**src/rtl/mem_arbiter_pkg.sv**
```systemverilog
// Shared constants and types for the mem_arbiter slice: default bus geometry,
// protected-region size, memory latency and the port identifier.
package mem_arbiter_pkg;

  localparam int DEF_WIDTH        = 32;
  localparam int DEF_ADDR_WIDTH   = 10;
  localparam int DEF_DATA_OFFSET  = 256;
  localparam int DEF_MEMORY_DEPTH = 1 << DEF_ADDR_WIDTH;
  localparam int DEF_PROG_WORDS   = DEF_DATA_OFFSET / 4;
  localparam int DEF_MEM_LAT      = 1;

  typedef enum logic {
    PORT_I = 1'b0,
    PORT_D = 1'b1
  } port_e;

endpackage

```
**src/rtl/mem_arbiter_rr_grant.sv**
```systemverilog
// Two-input round-robin picker: a lone request wins outright, a tie goes to
// the port that was not granted last.
module rr_grant
  import mem_arbiter_pkg::*;
(
  input  logic [1:0] req,
  input  port_e      last,
  output logic [1:0] grant
);

  always_comb begin
    // NOTE: default assignment first so every path drives grant and no latch is inferred.
    grant = req;
    if (req == 2'b11) begin
      grant = (last == PORT_D) ? 2'b01 : 2'b10;
    end
  end

endmodule

```
**src/rtl/mem_arbiter.sv**
```systemverilog
// Round-robin arbiter and fixed-latency sequencer putting the fetch and data
// ports onto the single-port mem bank, with a write-protected program region.
module mem_arbiter
  import mem_arbiter_pkg::*;
#(
  parameter int ADDR_WIDTH = DEF_ADDR_WIDTH,
  parameter int WIDTH      = DEF_WIDTH,
  parameter int PROG_WORDS = DEF_PROG_WORDS,
  parameter int MEM_LAT    = DEF_MEM_LAT
) (
  input  logic                  clk,
  input  logic                  reset,
  input  logic                  i_req,
  input  logic [ADDR_WIDTH-1:0] i_addr,
  output logic                  i_ack,
  output logic [WIDTH-1:0]      i_rdata,
  input  logic                  d_req,
  input  logic                  d_we,
  input  logic [ADDR_WIDTH-1:0] d_addr,
  input  logic [WIDTH-1:0]      d_wdata,
  output logic                  d_ack,
  output logic                  d_err,
  output logic [WIDTH-1:0]      d_rdata,
  output logic                  mem_mode,
  output logic [ADDR_WIDTH-1:0] mem_addr,
  output logic [WIDTH-1:0]      mem_wdata,
  input  logic [WIDTH-1:0]      mem_rdata
);

  typedef enum logic [1:0] {
    IDLE  = 2'd0,
    ISSUE = 2'd1,
    WAIT  = 2'd2,
    RESP  = 2'd3
  } state_e;

  state_e      state;
  port_e       last_grant;
  port_e       cur_port;
  logic        cur_we;
  logic        cur_err;
  logic [1:0]  cnt;
  logic [1:0]  grant;
  logic        d_prot;

  rr_grant u_rr_grant (
    .req   ({d_req, i_req}),
    .last  (last_grant),
    .grant (grant)
  );

  assign d_prot = d_we && (32'(d_addr) < 32'(PROG_WORDS));

  // NOTE: asynchronous active-high reset in the sensitivity list; all state uses <= so
  // every register samples pre-edge values regardless of statement order.
  always_ff @(posedge clk or posedge reset) begin
    if (reset) begin
      state      <= IDLE;
      last_grant <= PORT_D;
      cur_port   <= PORT_I;
      cur_we     <= 1'b0;
      cur_err    <= 1'b0;
      cnt        <= '0;
      i_ack      <= 1'b0;
      d_ack      <= 1'b0;
      d_err      <= 1'b0;
      i_rdata    <= '0;
      d_rdata    <= '0;
      mem_mode   <= 1'b0;
      mem_addr   <= '0;
      mem_wdata  <= '0;
    end else begin
      i_ack <= 1'b0;
      d_ack <= 1'b0;
      d_err <= 1'b0;

      unique case (state)
        IDLE: begin
          // The memory-side registers double as the request latch, so the
          // address is already on the bus for the whole ISSUE cycle.
          if (grant[1]) begin
            cur_port  <= PORT_D;
            cur_we    <= d_we;
            cur_err   <= d_prot;
            mem_addr  <= d_addr;
            mem_wdata <= d_wdata;
            mem_mode  <= d_we && !d_prot;
            state     <= ISSUE;
          end else if (grant[0]) begin
            cur_port  <= PORT_I;
            cur_we    <= 1'b0;
            cur_err   <= 1'b0;
            mem_addr  <= i_addr;
            mem_mode  <= 1'b0;
            state     <= ISSUE;
          end
        end

        ISSUE: begin
          cnt   <= 2'(MEM_LAT - 1);
          state <= WAIT;
        end

        WAIT: begin
          if (cnt == 2'd0) begin
            if (!cur_we) begin
              if (cur_port == PORT_I) i_rdata <= mem_rdata;
              else                    d_rdata <= mem_rdata;
            end
            mem_mode <= 1'b0;
            i_ack    <= (cur_port == PORT_I);
            d_ack    <= (cur_port == PORT_D);
            d_err    <= (cur_port == PORT_D) && cur_err;
            state    <= RESP;
          end else begin
            cnt <= cnt - 2'd1;
          end
        end

        RESP: begin
          last_grant <= cur_port;
          state      <= IDLE;
        end

        default: state <= IDLE;
      endcase
    end
  end

endmodule

```
**config.mk**
```make
export PLATFORM = sky130hd
export DESIGN_NAME = mem_arbiter
export DESIGN_NICKNAME = d
export VERILOG_FILES = /design/src/rtl/mem_arbiter_pkg.sv /design/src/rtl/mem_arbiter_rr_grant.sv /design/src/rtl/mem_arbiter.sv
export SDC_FILE = /design/constraint.sdc
export NUM_CORES = 1
export LEC_CHECK = 0
export ABC_CLOCK_PERIOD_IN_PS = 8400
export BUFFER_PORTS_ARGS = -buffer_cell sky130_fd_sc_hd__buf_2
export CAP_MARGIN = 20
export CORE_UTILIZATION = 33
export DETAILED_ROUTE_END_ITERATION = 10
export HOLD_SLACK_MARGIN = 0.08
export PLACE_DENSITY = 0.68
export SETUP_SLACK_MARGIN = 0.3
export SYNTH_ARGS = -nofsm -noshare
export SYNTH_HDL_FRONTEND = slang
export SYNTH_SLANG_ARGS = --single-unit
```
**constraint.sdc**
```tcl
create_clock -name clk -period 8.4 [get_ports clk]
set_clock_uncertainty 0.05 [all_clocks]
set_input_delay 0 -clock clk [delete_from_list [all_inputs] [get_ports clk]]
set_output_delay 0 -clock clk [all_outputs]
set_load 0.005 [all_outputs]
```
# Word-level counts from Yosys, hierarchy flattened
# Index checks and enable logic that the tools add are counted.
word_totals:
  register_bits: 118
  latch_bits: 0
  ramBits: 0
  mem_bits_ro: 0
  in_bits: 89
  out_inout_bits: 110
  word_cells: 64
  memories: 0
op_classes:
  add_sub_neg: 1
  mul: 0
  div: 0
  order_cmp: 1
  eq_ne: 7
  shift: 0
  muxes: 23
  n_bitwise: 2
  n_reduce_logical: 16
ops:
  columns: ["cell", "count"]
  rows:
  - ["$mux 10", 2]
  - ["$mux 1", 12]
  - ["$mux 2", 6]
  - ["$lt 10x7->1 const B", 1]
  - ["$pmux 2 s4", 1]
  - ["$reduce_and 2->1", 4]
  - ["$reduce_and 4->1", 2]
  - ["$eq 2x2->1 const B", 3]
  - ["$reduce_bool 2->1", 3]
  - ["$logic_not 2->1", 2]
  - ["$ne 2x2->1 const B", 2]
  - ["$pmux 2 s2", 1]
  - ["$logic_and 1x1->1", 3]
  - ["$ne 3x3->1 const B", 1]
  - ["$reduce_and 3->1", 1]
  - ["$eq 2x1->1 const B", 1]
  - ["$not 1->1", 2]
  - ["$pmux 1 s2", 1]
  - ["$sub 2x1->2 const B", 1]
  - ["$logic_not 1->1", 1]

# Depth between registers and ports, before layout
logic_depth:
  word_depth: 6
  ltp_mapped: 8
  ltp_nobuf: 5

# Cells and area by module
# Synthesis repeated with hierarchy kept, for this count alone.
unflattened:
  hier_cells: 299
  hier_area_um2: 4753.3
modules_own_cells:
  columns: ["module", "n_inst", "cells_per_inst", "area_per_inst_um2", "seq_area_each_um2"]
  rows:
  - ["mem_arbiter", 1, 296, 4734.5, 2954.1]
  - ["rr_grant", 1, 3, 18.8, 0.0]

# Worst setup path after synthesis
# No wires, ideal clock.
synth_path:
  kind: "reg2reg"
  start: "register state[0]"
  end: "register i_rdata[0]"
  setup_time_ps: 125
  arrival_time_ps: 1576
  required_ps: 8225
  setup_slack_ps: 6649
  stages_incl_launch_ff: 8
  path_buffers: 2
  period_less_slack_ps: 1751
  path_cell_list: "dfrtp_1 > inv_1 > ha_1 > buf_2 > nand2_1 > nor3_4 > buf_4 > mux2_2"
synth_via:
  elab_chain_cells: 2
synth_rtl:
  columns: ["element", "line", "text"]
  rows:
  - ["from (decl)", "mem_arbiter.sv:37", "state_e state;"]
  - ["from (signal assigned)", "mem_arbiter.sv:58", "state <= IDLE;"]
  - ["from (signal assigned)", "mem_arbiter.sv:88", "state <= ISSUE;"]
  - ["from (signal assigned)", "mem_arbiter.sv:95", "state <= ISSUE;"]
  - ["$eq 2x2->1", "mem_arbiter.sv:77", "unique case (state)"]
  - ["$reduce_and 4->1 (no line)", null, null]
  - ["to (signal assigned)", "mem_arbiter.sv:107", "if (cur_port == PORT_I) i_rdata <= mem_rdata;"]
  - ["to (decl)", "mem_arbiter.sv:16", "output logic [WIDTH-1:0] i_rdata,"]
# Every way passes these cells.
# A chain may end at the register's enable or synchronous reset.

# Worst setup path after layout
layout_path:
  start: "register state[0]"
  end: "register mem_addr[4]"
layout_via:
  elab_chain_cells: 2
layout_rtl:
  columns: ["element", "line", "text"]
  rows:
  - ["$logic_not 2->1", "mem_arbiter.sv:77", null]
  - ["$reduce_and 2->1 (no line)", null, null]
  - ["to (signal assigned)", "mem_arbiter.sv:85", "mem_addr <= d_addr;"]
  - ["to (signal assigned)", "mem_arbiter.sv:93", "mem_addr <= i_addr;"]
  - ["to (decl)", "mem_arbiter.sv:25", "output logic [ADDR_WIDTH-1:0] mem_addr,"]
# Every way passes these cells.

==> flow_summary.ini <==
[outcome]
status = finished clean

[synth]
synth_fp_nets = 404
synth.top_cell.area_share_pct = 61.1
synth_largest_area_cell = dfrtp_1
synth.area.top_cells = dfrtp_1 61%, mux2_2 14%, mux2_4 9.4%, mux2_1 2.1%, a21oi_1 2.1%
ys_seq_elements = 118
yosysMostFrequentCell = dfrtp_1
syn_area_sq_um = 4790
netlist-cell-type-count = 34
synthCells = 310
synth-edff-count = 0
synth-main-ff-cell = dfrtp_1
syn_avg_cell_area_sq_um = 15.5
ys_warn_count = 0
postSynth.asyncResetShare_pct = 100
yosysSeqAreaShare_pct = 61.6
synthTopCellsByCount = 117 x dfrtp_1, 60 x mux2_2, 30 x mux2_4

[clocking]
cts_buffers = 17
cts_max_level = 4
clkTransAtPathRegs_ps = 50
clkSinkCount = 118
cts_tree = done
cts_setup_buffers = 0
cts_buffer_depth = 2
insertion_delay_ps = 400
root_buffer = clkbuf_16

[cells_and_area]
drive_gt1_share_pct = 53.2
area_growth_pct = 55.0
n_antenna_cell = 0
nFillCells = 1143
finalNonFillerCells = 799
nNetsFinal = 701

[floorplan]
dieArea_sq_um = 15000
rows = 43
die_w_um = 123
ios = 199
start_util_pct = 34.1
core_region_area_sq_um = 14000
die_y_um = 123

[global_route]
grt_use_total_pct = 16.4
grt_pass1_vias = 3967
grt_overflow = 0
met2_usage_pct = 29.0
use_met1_pct = 17.7
antenna_found_initial = 0
use_met3_pct = 5.16
top_usage_layer = met2
grt_pass1_wl_mm = 18.9
grt_max_degree = 71

[worst_setup_path]
worst_setup_path_end_kind = register
cp.required_ps = 8630
ff2ff_path_depth = 7
crit_type = register to register
arrival_ps = 2450
startpoint_type = register
cp_max_fo = 10

[placement]
gp_congestion = 0.821
io_buffer_count = 198
dp.cells = 677
hpwl_mm = 7.36

[timing]
post-route-period-util_pct = 26.4
tightest_slew_ps = 877
rsz0062_at_grt = no
finalSetupTns_ps = 0
final_hold_viol_count = 0
finalCriticalPeriod_ps = 2220
relSlewSlack_pct = 41.6
setup_violations = 0
finalMaxSlewViolations = 0
fmax_ghz = 0.451

[detailed_routing]
ant_nets = 0
route.detailed.drc = 0
wl_per_cell_um = 15.1
drt_iter0_markers = 109
num_vias = 3648
dr.pass1.iters = 4
viasPerCell = 4.57
routed_wl_mm = 12.0

[pwr]
ir_drop_mv = 0.160
p_comb_share_pct = 36.3
powerDensity_nw_per_um2 = 374
swShare_pct = 28.3
internal-power_mw = 1.99
p_seq_share_pct = 36.3
net-switching-power_mw = 0.785
clkPwrFrac_pct = 27.4
p_leak_nw = 3.64

[flow_run]
cap_violations = 0

[worst_hold_path]
min_path_type = input port to async pin
==> through the flow <==
step           hold WS [ps]  utilization, %  power (mW)  setup slack, ps  area, sq um
2_1_floorplan          78.9               -        1.58             5220         4790
3_3_place_gp           55.4            42.0        1.91             6330         5900
3_5_place_dp           75.1            42.0        1.95             6240         5900
4_1_cts                 193            52.9        2.80             6180         7430
5_1_grt                 231            52.9        2.96             5960         7430
6_report                180            52.9        2.78             6180         7430
==> area by class of cell <==
cell class / count / area [sq um] / share of cell area [%]
multi-input combinational: 171 / 1670 / 22.4
inverter: 5 / 21.3 / 0.286
clock buffer: 23 / 478 / 6.43
tap: 180 / 225 / 3.03
timing repair buffer: 294 / 1940 / 26.1
sequential: 118 / 2950 / 39.8
clock inverter: 8 / 146 / 1.97
==> metal layers <==
| metal | up-vias | wire (um) |
|---|---|---|
| met5 | - | 0 |
| li1 | 1676 | - |
| met4 | 0 | 321 |
| met3 | 30 | 901 |
| met1 | 1778 | 4690 |
| met2 | 164 | 6130 |
==> timing repair <==
item,4_1_cts,5_1_grt
hold buffers,91,0
setup endpoints to repair,0,0
endpoints found under the hold margin,159,0
gates resized for setup,0,0
==> path summary, 6_finish.rpt <==
check | startpoint | to | slack, ps
max | state[0] | mem_addr[4] | 6180
min | reset | mem_wdata[13] | 180
max reg2reg | state[0] | mem_addr[4] | 6180
min reg2reg | mem_wdata[0] | mem_wdata[0] | 430
max in group asynchronous | reset | i_rdata[23] | 6780
min in group clk | d_wdata[5] | mem_wdata[5] | 310
==> critical path: stages, from the launching register on <==
cell	delay, ps
dfrtp_1	410
inv_1	100
ha_1	280
o21ai_0	240
buf_4	230
a21oi_1	140
a21oi_1	100
dlygate4sd3_1	560
==> flip-flops by register name, indices dropped and copies added, names as in the netlist, 2 cells and up <==
name	cells
i_rdata	32
d_rdata	32
mem_addr	10
mem_wdata	32
state	2
cnt	2
==> logic make-up after synthesis <==
| family | synth area share (%) |
|---|---|
| flip-flops | 61.6 |
| AO/OA/AOI/OAI | 4.07 |
| adder cells (fa/ha/maj) | 1.30 |
| buffers and inverters | 3.63 |
| multiplexers | 25.8 |
| AND/OR/NAND/NOR | 3.58 |
==> cells in the final DEF (no fill, tap or decap), types with 2 or more instances in the layout <==
| master | netlist | final |
|---|---|---|
| dfrtp_1 | 117 | 117 |
| clkbuf_8 | 0 | 3 |
| mux2_2 | 60 | 60 |
| clkbuf_1 | 4 | 3 |
| mux2_4 | 30 | 30 |
| o31ai_1 | 2 | 2 |
| clkinv_2 | 0 | 2 |
| a21oi_1 | 20 | 20 |
| buf_4 | 4 | 5 |
| nor2_1 | 14 | 14 |
| o21ai_0 | 2 | 2 |
| buf_2 | 1 | 198 |
| ha_1 | 5 | 5 |
| clkbuf_16 | 0 | 17 |
| nand2_1 | 11 | 11 |
| inv_1 | 5 | 4 |
| dlygate4sd3_1 | 0 | 91 |
| a22o_1 | 2 | 2 |
| mux2_1 | 9 | 9 |
| bufinv_16 | 0 | 4 |
==> power by group through the flow <==
stage | clock network, mW | registers (mW) | logic, mW
final | 0.760 | 1.01 | 1.01
after global routing | 0.806 | 1.04 | 1.11
after floorplan | 0 | 1.03 | 0.553
after global placement | 0 | 1.00 | 0.908
after CTS | 0.781 | 1.01 | 1.01
after detailed placement | 0 | 1.01 | 0.936
(Power assumes the default switching activity.)
